**config.mk**
```make
export PLATFORM = sky130hd
export DESIGN_NAME = tdm_demux4
export DESIGN_NICKNAME = d
export VERILOG_FILES = /design/src/rtl/tdm_demux4.sv
export SDC_FILE = /design/constraint.sdc
export NUM_CORES = 1
export LEC_CHECK = 0
export ABC_AREA = 0
export BUFFER_PORTS_ARGS = -buffer_cell sky130_fd_sc_hd__buf_2
export CORE_AREA = 2 2 39 41
export CTS_BUF_LIST = sky130_fd_sc_hd__clkbuf_8
export DETAILED_ROUTE_END_ITERATION = 10
export DIE_AREA = 0 0 41 43
export PLACE_DENSITY = 0.65
export SYNTH_ARGS = -nofsm -noshare
export SYNTH_HDL_FRONTEND = slang
export SYNTH_SLANG_ARGS = --single-unit
```
**constraint.sdc**
```tcl
create_clock -name clk -period 1.4 [get_ports clk]
set_input_delay 0.07 -clock clk [delete_from_list [all_inputs] [get_ports clk]]
set_output_delay 0.07 -clock clk [all_outputs]
set_load 0.1 [all_outputs]
```
**src/rtl/tdm_demux4.sv**
```systemverilog
// Four-lane TDM demultiplexer: recovers frame alignment from a sync marker,
// stages slots 00..10 and presents a complete a..d frame with a valid strobe.
module tdm_demux4 #(
   parameter int unsigned WIDTH = 1
) (
   input  logic             clk,
   input  logic             rst,
   input  logic [WIDTH-1:0] din,
   input  logic             din_valid,
   input  logic             sync,
   output logic [WIDTH-1:0] a,
   output logic [WIDTH-1:0] b,
   output logic [WIDTH-1:0] c,
   output logic [WIDTH-1:0] d,
   output logic             frame_valid,
   output logic             s0,
   output logic             s1,
   output logic             locked,
   output logic             sync_err
);

   typedef enum logic {HUNT, LOCKED} state_t;

   state_t           state, state_n;
   logic [1:0]       slot, slot_n;
   logic [WIDTH-1:0] sa, sb, sc;
   logic [WIDTH-1:0] sa_n, sb_n, sc_n;
   logic [WIDTH-1:0] a_n, b_n, c_n, d_n;
   logic             fv_n, err_n;

   always_ff @(posedge clk) begin
      if (rst) begin
         state       <= HUNT;
         slot        <= '0;
         sa          <= '0;
         sb          <= '0;
         sc          <= '0;
         a           <= '0;
         b           <= '0;
         c           <= '0;
         d           <= '0;
         frame_valid <= 1'b0;
         sync_err    <= 1'b0;
      end else begin
         state       <= state_n;
         slot        <= slot_n;
         sa          <= sa_n;
         sb          <= sb_n;
         sc          <= sc_n;
         a           <= a_n;
         b           <= b_n;
         c           <= c_n;
         d           <= d_n;
         frame_valid <= fv_n;
         sync_err    <= err_n;
      end
   end

   always_comb begin
      state_n = state;
      slot_n  = slot;
      sa_n    = sa;
      sb_n    = sb;
      sc_n    = sc;
      a_n     = a;
      b_n     = b;
      c_n     = c;
      d_n     = d;
      fv_n    = 1'b0;
      err_n   = 1'b0;
      if (din_valid) begin
         unique case (state)
            HUNT: begin
               if (sync) begin
                  sa_n    = din;
                  slot_n  = 2'd1;
                  state_n = LOCKED;
               end
            end
            LOCKED: begin
               // A sync away from slot 00 drops the partial frame and realigns.
               if (sync && (slot != 2'd0)) begin
                  err_n  = 1'b1;
                  sa_n   = din;
                  slot_n = 2'd1;
               end else begin
                  slot_n = slot + 2'd1;
                  case (slot)
                     2'd0: sa_n = din;
                     2'd1: sb_n = din;
                     2'd2: sc_n = din;
                     2'd3: begin
                        a_n  = sa;
                        b_n  = sb;
                        c_n  = sc;
                        d_n  = din;
                        fv_n = 1'b1;
                     end
                  endcase
               end
            end
         endcase
      end
   end

   assign locked = (state == LOCKED);
   assign s0     = slot[0];
   assign s1     = slot[1];

endmodule

```
Word level (Yosys, flattened, before mapping)
Index checks and enable logic that the tools add are counted.
- bits of input ports: 5
- register bits: 12
- logic and storage cells: 41
- output and inout port bits: 9
- reductions and logical operators: 10
- muxes and demuxes: 11
- add/subtract/negate cells: 1
- bitwise gates (word level): 3
- eq/ne operators: 5
- operators by type and width (operator ; number):
    AND reduction 4 bit ; 3
    two-way mux 1 bit ; 7
    == test 2 bit (second input constant) ; 2
    two-way mux 2 bit ; 2
    case mux 2 bit (2 select lines) ; 1
    OR reduction 4 bit ; 1
    != test 3 x 1 -> 1 bit (second input constant) ; 1
    NOT 1 bit ; 3
    AND reduction 3 bit ; 1
    OR reduction 3 bit ; 1
    adder 2 x 1 -> 2 bit (second input constant) ; 1
    == test 2 x 1 -> 1 bit (second input constant) ; 1
    logical NOT 2 bit ; 1
    != test 2 bit (second input constant) ; 1
    case mux 1 bit (2 select lines) ; 1
    AND reduction 2 bit ; 1
    nonzero test 2 bit ; 1
    logical AND 1 bit ; 1

Depth between registers and ports, before layout
Gate-level depths: netlist of run 1.
- depth after elaboration: 4
- mapped depth: 5
- gate-level depth less buffers: 5

Least setup slack after synthesis of run 1
Ideal clock, no wire load.
- path kind: register to register
- start: reg slot[0]
- end: reg slot[0]
- slack: -0.593 ns
- library setup time: 0.067 ns
- period minus slack after synthesis: 1.993 ns
- buffers on the path: 0
- stages on the path, launching flop included: 6
- data required time: 1.333 ns
- data arrival time: 1.926 ns
- cell sequence: dfxtp_1 -> inv_1 -> ha_1 -> nand2b_4 -> a31o_1 -> a21oi_2
- word-level cells in the longest chain between the ends: 4
- elaborated cells on any way between the ends: 5
- those cells by class: add/sub: 1; mux: 2; reduce/logical: 2
- RTL lines (what ; line ; RTL):
    start: declaration ; 25 ; logic [1:0] slot, slot_n;
    start signal: assignment ; 46 ; slot <= slot_n;
    parallel branches: the longest is 2 deep, another holds adder 2 x 1 -> 2 bit ; n/a ;
    two-way mux 2 bit (*) ; 82 ; if (sync && (slot != 2'd0)) begin
    case mux 2 bit (2 select lines) (*) ; 72 ; unique case (state)
Every way passes the cells marked *.
A chain may end at the register's enable or synchronous reset.

Worst setup path in the final report of run 1
- start: reg state (netlist: locked)
- end: out locked
- RTL lines (what ; line ; RTL):
    start: declaration ; 24 ; state_t state, state_n;
    start signal: assignment ; 45 ; state <= state_n;
    end: declaration ; 18 ; output logic locked,
No word-level cell between the ends.

==> results.txt, run 1 <==
Grt ovf: 0
Area grow syn2layout: 23.77%
DRC violations left: 0
Root Buffer: clkbuf_8
Max-Slew Margin vs Limit: 67.87%
Mapped Area: 558.0 um2
H-Tree Depth: 1
Largest net degree at the start of global routing: 14
DP Worst Slack: 0.2155 ns
Reg2Reg Setup Slack: 0.20 ns
CP max FO: 10
R2r worst-path depth: 5
Number of buffers created by CTS: 3
Startpoint Class: register
Placer Congestion: 0.7721
Via density: 4.929
# IOs: 14
Die X-Extent: 41 um
Setup-failing EPs final: 0
Kind of critical path: reg2out
Clock buffer depth: 2
Pwr/cell area: 1212 nW/um2
Commonest non-fill, non-tap cell in the layout: buf_2
Synth Net Count: 63
Max Freq: 828.4 MHz
DRT Wirelength: 974 um
Slowest cell on crit path: buf_2
Comb pwr share: 11.7%
Vias: 414
Main synth FF type: dfxtp_1
Worst Max-Slew Pin Slew: 0.4852 ns
Worst setup margin: 0.1929 ns
Post-Synthesis Cells: 54
Synth area leader: dfxtp_1
CP Cell Sequence: buf_2
Yosys Warn Count: 0
Initial core utilization: 40.33%
Synth top area share: 43.05%
Crit-path leading delay family: buffers and inverters
Layout cell share with drive strength beyond 1: 35.29%
CP Depth: 1
Drt first pass iters: 4
Die area: 1763 um2
Resized Gates After CTS: 0
Latest clock arrival within the worst-skew pair: 0.24 ns
Post-CTS Setup Inserts: 0
Top cells by area, synth: dfxtp_1, mux2i_1, nand2b_1
Critical Path RT: 1.33 ns
Sequential area share after synthesis: 43.05%
#FFs+latches synth: 12
Num rows: 14
Hold depth: 2
Clock power share: 45.6%
Final period util: 86.22%
Nets: 78
Fin. Hold Viols: 0
Reg power frac: 42.7%
Distinct cells, synth: 19
Ys async rst share: 0%
Initial antenna violation count: 0
Post-Route Utilization: 49.91%
Synthesized area per cell: 10.33 um2
CTS tree: built
VDD IR max: 0.0004764 V
Gr usage total: 13.61%
Number of synthesized flops with an enable pin: 0
Vias in the first global route: 357
Die H: 43 um
Global-route wire length before repair: 1.559 mm
Post-DP HPWL: 687.7 um
Switching Fraction: 25.32%
DRT iter0 DRCs: 9
CP peak stage delay: 0.46 ns
Final-layout fill cell count: 124
# Max-Cap Violations: 0
Minimum clock period: 1.207 ns
Net Switching: 211.8 uW
Floorplan Core Area: 1384 um2
Most frequent cells in the layout: buf_2, nand2b_1, dfxtp_1, mux2i_1
Outcome: complete, no violations
CTS Hold Bufs: 0
Post-route setup TNS: 0 ns
Static Leak: 0.0003379 uW
Critical path buffers and inverters: 1
Antenna cell count: 0
Hold Path Class: in2reg
Post-DRT Antenna Nets: 0
RSZ-0062 raised after global routing: no
Wirelength per Cell: 11.60 um
CP Capture Type: output pin
Worst path arrival time: 1.14 ns
Clock Skew: 0.002011 ns
CTS sink cnt: 12
Max Slew Vio Count: 0
IO buf count: 13
Internal power: 624.9 uW
Worst-path clk slew: 0.05 ns
[logic make-up (layout without fill, tap and decap cells)]
family	count (synthesis)	after routing	share of synthesized area [%]
AO/OA/AOI/OAI	6	6	6.725
flip-flops	12	12	43.05
buffers and inverters	5	19	4.260
adder cells (fa/ha/maj)	4	4	8.969
multiplexers	7	7	12.56
AND/OR/NAND/NOR	20	20	24.44
[final timing paths]
path / startpoint / end
worst max-delay path: locked$_SDFFE_PP0P_ / locked
worst max register to register: slot[0]$_SDFFE_PP0P_ / slot[0]$_SDFFE_PP0P_
worst min-delay path: rst / slot[0]$_SDFFE_PP0P_
worst min register to register: d$_SDFFE_PP0P_ / d$_SDFFE_PP0P_
[Yosys cell counts, types with 2 or more instances]
cell and n:
a21oi_1 3, dfxtp_1 12, ha_1 4, inv_1 2, mux2i_1 7, nand2_1 2
nand2b_1 9, nand4_1 3, nor2_1 2
[through the flow]
step                instances  hold WS [ns]  total power (uW)  area [um2]
global placement           80        0.3768             461.8       635.6
detailed placement         80        0.3855             462.6       635.6
finish                     84        0.1307             836.7       690.7
global route               84        0.1373             870.0       690.7
CTS                        84        0.1266             843.7       690.7
floorplan                  54        0.2144             445.3       566.8
[metal layers]
metal | wire length [um] | track usage (%)
met5 | 0 | 0
met2 | 454 | 16.88
met1 | 462 | 18.57
met4 | 24 | 10.00
met3 | 33 | 4.712
[power by group through the flow]
stage | sequential [uW] | clock [uW] | combinational (uW)
after floorplan | 397 | 0 | 48.5
after global placement | 364 | 0 | 97.3
after detailed placement | 364 | 0 | 98.2
after CTS | 357 | 388 | 98.6
after global routing | 359 | 405 | 106
final | 357 | 381 | 98.2
[area by class of cell]
cell class	instances	area, um2	share of cell area (%)
multi-input cells	37	294.0	42.57
flip-flops and latches	12	249.0	36.05
clock buffers	4	55.05	7.971
repair buffers	13	65.06	9.420
inverters	2	7.507	1.087
well taps	16	20.02	2.899
[sequential cells by signal (all words and copies together) (netlist names)]
signal,count
a,1
slot,2
locked,1
c,1
frame_valid,1
sa,1
d,1
sc,1
sync_err,1
sb,1
b,1
(Power assumes the default switching activity.)
==> run 2: changes to the inputs <==
--- a/config.mk
+++ b/config.mk
@@ -12,6 +12,7 @@
 export DETAILED_ROUTE_END_ITERATION = 10
 export DIE_AREA = 0 0 41 43
 export PLACE_DENSITY = 0.65
+export SETUP_SLACK_MARGIN = 0.4
 export SYNTH_ARGS = -nofsm -noshare
 export SYNTH_HDL_FRONTEND = slang
 export SYNTH_SLANG_ARGS = --single-unit
==> run 2 against run 1 <==
Effect of this change: sequential share of layout area is 3.9 points lower; first-iteration DRC count is 56% lower; critical path depth is 4 higher; die area stayed put; via count is 3.1% higher; clock skew hardly changed; critical endpoint is now sb$_SDFFE_PP0P_; largest cell class unchanged; largest power group unchanged; highest routed layer unchanged.
==> results.txt, run 2 (synthesized netlist as in run 1, its figures left out) <==
Clock buffer depth: 2 (unchanged)
Startpoint Class: register
Critical Path RT: 1.58 ns (+0.25 ns)
DP Cell Count: 80 (unchanged)
# Max-Cap Violations: 0 (unchanged)
Internal power: 640.3 uW (+2.5%)
Latest clock arrival within the worst-skew pair: 0.25 ns (about the same)
Wirelength per Cell: 11.84 um (+2.1%)
Worst path arrival time: 1.28 ns (+0.14 ns)
VDD IR max: 0.0006235 V (+31%)
Critical path buffers and inverters: 1 (unchanged)
Critical R2R Launch: slot[1]$_SDFFE_PP0P_
WHS Endpoint: slot[0]$_SDFFE_PP0P_
Post-route setup TNS: 0 ns (unchanged)
Area grow syn2layout: 40.36%
Number of buffers created by CTS: 3 (unchanged)
Post-Route Utilization: 56.60% (+6.7 points)
Reg2Reg Setup Slack: 0.30 ns (+0.10 ns)
Crit-path leading delay family: flip-flops
Initial antenna violation count: 0 (unchanged)
CP peak stage delay: 0.37 ns (-0.09 ns)
Worst-path clk slew: 0.06 ns (about the same)
Layout Cells excl Fill: 88 (+4.8%)
Clock power share: 45.0% (-0.6 points)
Hold_sp: rst
Commonest non-fill, non-tap cell in the layout: buf_4
Largest net degree at the start of global routing: 14 (unchanged)
CTS Hold Bufs: 0 (unchanged)
Via density: 4.852 (-1.5%)
Clock Skew: 0.002250 ns (+0.0002398 ns)
Placer Congestion: 0.7233 (-6.3%)
Pwr/cell area: 1106 nW/um2 (-8.7%)
Net Switching: 225.9 uW (+6.6%)
R2r worst-path depth: 5 (unchanged)
DRT Wirelength: 1.042 mm (+7.0%)
Reg power frac: 41.4% (-1.3 points)
Kind of critical path: reg2reg
Drt first pass iters: 2 (-2)
Outcome: complete, no violations
CP Cell Sequence: inv_4, ha_4, nand2b_4, nand4_1, mux2i_1
Most frequent cells in the layout: buf_4, nand2b_1, dfxtp_1, mux2i_1
Comb pwr share: 13.6% (+1.9 points)
CP max FO: 6 (-4)
Root Buffer: clkbuf_8
Antenna cell count: 0 (unchanged)
Num rows: 14 (unchanged)
Layout cell share with drive strength beyond 1: 43.06% (+7.8 points)
CTS tree: built
IO buf count: 13 (unchanged)
Register area: 251.5 um2 (+1.0%)
Multi-input logic area: 310.3 um2 (+5.5%)
Nets: 82 (+5.1%)
Minimum clock period: 1.101 ns (-0.1060 ns)
Hold depth: 2 (unchanged)
Static Leak: 0.0003572 uW (+5.7%)
Vias: 427 (+3.1%)
Worst Max-Slew Pin Slew: 0.2778 ns (-0.2075 ns)
Gr usage total: 14.69% (+1.1 points)
Global-route wire length before repair: 1.628 mm (+4.4%)
Die X-Extent: 41 um (unchanged)
CP Capture Type: register
Max-Slew Margin vs Limit: 81.63% (+14 points)
Switching Fraction: 26.08% (+0.76 points)
Max Freq: 908.1 MHz (+9.6%)
Floorplan Core Area: 1384 um2 (unchanged)
DRT iter0 DRCs: 4 (-5)
Most flop-heavy register: slot
Reg2reg end: sb$_SDFFE_PP0P_
Vias in the first global route: 388 (+8.7%)
Grt ovf: 0 (unchanged)
Die area: 1763 um2 (unchanged)
CTS sink cnt: 12 (unchanged)
DRC violations left: 0 (unchanged)
Initial core utilization: 40.33% (unchanged)
Die H: 43 um (unchanged)
Max Slew Vio Count: 0 (unchanged)
Slowest cell on crit path: dfxtp_4
Hold Path Class: in2reg
Fin. Hold Viols: 0 (unchanged)
Max reg flops: 2 (unchanged)
Final-layout fill cell count: 126 (+1.6%)
RSZ-0062 raised after global routing: yes
Setup-failing EPs final: 0 (unchanged)
Final period util: 78.65% (-7.6 points)
H-Tree Depth: 1 (unchanged)
Post-DRT Antenna Nets: 0 (unchanged)
# IOs: 14 (unchanged)
==> run 2: timing repair <==
action                                  4_1_cts  5_1_grt
hold endpoints to repair                      0        0
endpoints found under the setup margin       19       13
pin swaps                                     3        4
setup buffers                                 2        2
gates resized for setup                       9        5
==> run 2: power by group through the flow <==
stage	sequential (uW)	clock, uW	combinational, uW
after global routing	360	410	125
after floorplan	397	0	52.0
final	359	389	118
after CTS	358	394	110
after detailed placement	365	0	101
after global placement	365	0	100
==> run 2: metal layers <==
layer	global-route usage, %	share of wire, %	wire length (um)
met1	16.18	45	473
met4	12.00	2.6	27
met2	20.63	48	496
met3	6.283	4.2	44
met5	0	0	0
==> run 2: through the flow <==
step | worst slack, ns | power (uW) | instance area (um2) | hold slack (ns)
after detailed placement | 0.2874 | 465.8 | 655.6 | 0.3643
after CTS | 0.2798 | 861.8 | 748.2 | 0.1058
after global routing | 0.2283 | 894.7 | 783.3 | 0.1252
final | 0.2988 | 866.2 | 783.3 | 0.1045
after floorplan | 0.1241 | 449.1 | 586.8 | 0.2131
after global placement | 0.3065 | 465.0 | 655.6 | 0.3665
==> run 2: how the worst max path moves through the flow <==
stage          cells after the start              endpoint            startpoint  slack (ns)
5_1_grt                            5        c$_SDFFE_PP0P_  slot[1]$_SDFFE_PP0P_        0.23
4_1_cts                            5        c$_SDFFE_PP0P_  slot[1]$_SDFFE_PP0P_        0.28
3_3_place_gp                       5        c$_SDFFE_PP0P_  slot[1]$_SDFFE_PP0P_        0.31
3_5_place_dp                       5       sb$_SDFFE_PP0P_  slot[1]$_SDFFE_PP0P_        0.29
2_1_floorplan                      5  slot[0]$_SDFFE_PP0P_  slot[0]$_SDFFE_PP0P_        0.12
6_report                           5       sb$_SDFFE_PP0P_  slot[1]$_SDFFE_PP0P_        0.30
==> run 2: layout make-up <==
cell class | instances | area share, %
Multi-Input combinational cell | 37 | 39.62
Inverter | 2 | 1.597
Tap cell | 16 | 2.556
Sequential cell | 12 | 32.11
Clock buffer | 4 | 7.029
Timing Repair Buffer | 17 | 17.09
==> run 3: changes to the inputs <==
--- a/config.mk
+++ b/config.mk
@@ -11,7 +11,7 @@
 export CTS_BUF_LIST = sky130_fd_sc_hd__clkbuf_8
 export DETAILED_ROUTE_END_ITERATION = 10
 export DIE_AREA = 0 0 41 43
-export PLACE_DENSITY = 0.65
+export PLACE_DENSITY = 0.68
 export SETUP_SLACK_MARGIN = 0.4
 export SYNTH_ARGS = -nofsm -noshare
 export SYNTH_HDL_FRONTEND = slang
==> constraint.sdc (replaced) <==
create_clock -name clk -period 0.9 [get_ports clk]
set_input_delay 0.045 -clock clk [delete_from_list [all_inputs] [get_ports clk]]
set_output_delay 0.045 -clock clk [all_outputs]
set_load 0.1 [all_outputs]
==> run 3 against run 2 <==
Effect of this change: the run now ends with negative setup slack left; count of clock-buffer cells in the layout unchanged; combinational power up 94%; final area rose by 21%; via count grew 4.7%; sequential share of layout area shrank 3.2 points; sequential power rose by 50%; maximum frequency is 2.5% lower; routed wire length decreased by 4.3%; critical path type unchanged; critical endpoint is now slot[0]$_SDFFE_PP0P_; largest power group unchanged; highest routed layer unchanged.
==> results.txt, run 3 (synthesized netlist as in run 1, its figures left out) <==
Outcome: finished with violations
Failing checks: negative setup slack
Worst path arrival time: 1.30 ns (+0.02 ns)
Clock Skew: 0.004654 ns (+0.002404 ns)
Initial antenna violation count: 0 (unchanged)
VDD IR max: 0.001092 V (+75%)
R2r worst-path depth: 5 (unchanged)
DRT iter0 DRCs: 3 (-1)
Final-layout fill cell count: 84 (-33%)
Post-DRT Antenna Nets: 0 (unchanged)
Fin. Hold Viols: 0 (unchanged)
DP Cell Count: 84 (+5.0%)
Layout Cells excl Fill: 92 (+4.5%)
Largest net degree at the start of global routing: 14 (unchanged)
DP Worst Slack: -0.1985 ns (-0.4859 ns)
Max Slew Vio Count: 0 (unchanged)
Clock buffer depth: 2 (unchanged)
Floorplan Core Area: 1384 um2 (unchanged)
Worst-path clk slew: 0.05 ns (about the same)
Via density: 4.859 (+0.13%)
Number of buffers created by CTS: 3 (unchanged)
CP peak stage delay: 0.36 ns (about the same)
CTS sink cnt: 12 (unchanged)
Global-route wire length before repair: 1.690 mm (+3.8%)
Slowest cell on crit path: dfxtp_4
Layout cell share with drive strength beyond 1: 56.58% (+14 points)
Post-DP HPWL: 765.4 um
Pwr/cell area: 1425 nW/um2 (+29%)
Root Buffer: clkbuf_8
Initial core utilization: 40.33% (unchanged)
Die area: 1763 um2 (unchanged)
Max Freq: 885.0 MHz (-2.5%)
Kind of critical path: reg2reg
Latest clock arrival within the worst-skew pair: 0.24 ns (about the same)
Placer Congestion: 0.8074 (+12%)
Crit-path leading delay family: flip-flops
# IOs: 14 (unchanged)
Worst setup margin: -0.2300 ns (-0.5288 ns)
Hold_sp: rst
Grt ovf: 0 (unchanged)
Critical R2R Launch: slot[0]$_SDFFE_PP0P_
WHS Endpoint: slot[0]$_SDFFE_PP0P_
Die X-Extent: 41 um (unchanged)
DRC violations left: 0 (unchanged)
Placed Area: 843.3 um2 (+29%)
CP Depth: 5 (unchanged)
Most flop-heavy register: slot
Static Leak: 0.0004041 uW (+13%)
Design Area, Final: 947.2 um2 (+21%)
Wirelength per Cell: 10.84 um (-8.5%)
Die H: 43 um (unchanged)
Register area: 274.0 um2 (+9.0%)
Hold depth: 2 (unchanged)
Startpoint Class: register
Hold slack final: 0.09305 ns (-0.01145 ns)
Reg2Reg Setup Slack: -0.23 ns (-0.53 ns)
Most frequent cells in the layout: nand2b_1, dfxtp_4, buf_12, mux2i_1, buf_4
Drt first pass iters: 4 (+2)
Multi-input logic area: 317.8 um2 (+2.4%)
Gr usage total: 14.93% (+0.25 points)
CP Capture Type: register
IO buf count: 13 (unchanged)
Hold Path Class: in2reg
DRT Wirelength: 997 um (-4.3%)
Worst Max-Slew Pin Slew: 0.2017 ns (-0.07602 ns)
Critical Path RT: 1.07 ns (-0.51 ns)
Setup-failing EPs final: 14 (+14)
Antenna cell count: 0 (unchanged)
Area grow syn2layout: 69.73%
Critical path buffers and inverters: 1 (unchanged)
Num rows: 14 (unchanged)
Max reg flops: 2 (unchanged)
CP Cell Sequence: inv_4, ha_4, nand2b_4, a31o_1, a21oi_2
Max-Slew Margin vs Limit: 86.55% (+4.9 points)
Vias in the first global route: 413 (+6.4%)
H-Tree Depth: 1 (unchanged)
CP max FO: 6 (unchanged)
Vias: 447 (+4.7%)
# Max-Cap Violations: 0 (unchanged)
Final period util: 125.6% (+47 points)
Nets: 86 (+4.9%)
Reg2reg end: slot[0]$_SDFFE_PP0P_
Minimum clock period: 1.130 ns (+0.02879 ns)
CTS tree: built
RSZ-0062 raised after global routing: yes
==> run 3: worst max-delay path by stage <==
stage / end / startpoint
floorplan: slot[0]$_SDFFE_PP0P_ / slot[0]$_SDFFE_PP0P_
global placement: c$_SDFFE_PP0P_ / slot[1]$_SDFFE_PP0P_
detailed placement: c$_SDFFE_PP0P_ / slot[0]$_SDFFE_PP0P_
CTS: c$_SDFFE_PP0P_ / slot[1]$_SDFFE_PP0P_
global route: c$_SDFFE_PP0P_ / slot[0]$_SDFFE_PP0P_
finish: slot[0]$_SDFFE_PP0P_ / slot[0]$_SDFFE_PP0P_
==> run 3: power breakdown <==
group	switching (uW)	internal, uW	leakage, uW
combinational	126	103	0.000271
clock	197	386	0.0000288
sequential	14.7	522	0.000104
total	338	1010	0.000404
==> run 3: cell type report <==
class,instances,area share [%]
clock buffers,4,5.812
repair buffers,21,28.27
inverters,2,1.321
well taps,16,2.114
flip-flops and latches,12,28.93
multi-input cells,37,33.55
==> run 3: per-layer routing <==
layer / share of wire, % / routed length, um / vias up / global-route usage, %
met3: 4.9 / 49 / 5 / 7.330
met2: 49 / 488 / 10 / 18.75
li1: - / - / 226 / -
met4: 2.7 / 27 / 0 / 11.33
met5: 0 / 0 / - / 0
met1: 43 / 432 / 206 / 18.63
==> run 3: repair_timing <==
action | in CTS | in global routing
hold buffers | 0 | 0
endpoints found under the setup margin | 21 | 21
setup buffers | 3 | 1
gates resized for setup | 3 | 2
cloned | 0 | 0
pin swaps | 5 | 4
==> run 3: metrics by stage <==
step / setup TNS [ns] / util (%) / power (uW)
after floorplan: -3.707 / - / 680.9
after global placement: -1.455 / 60.94 / 752.1
after detailed placement: -1.678 / 60.94 / 754.3
after CTS: -1.996 / 67.36 / 1362
after global routing: -2.613 / 68.44 / 1420
final: -1.937 / 68.44 / 1349
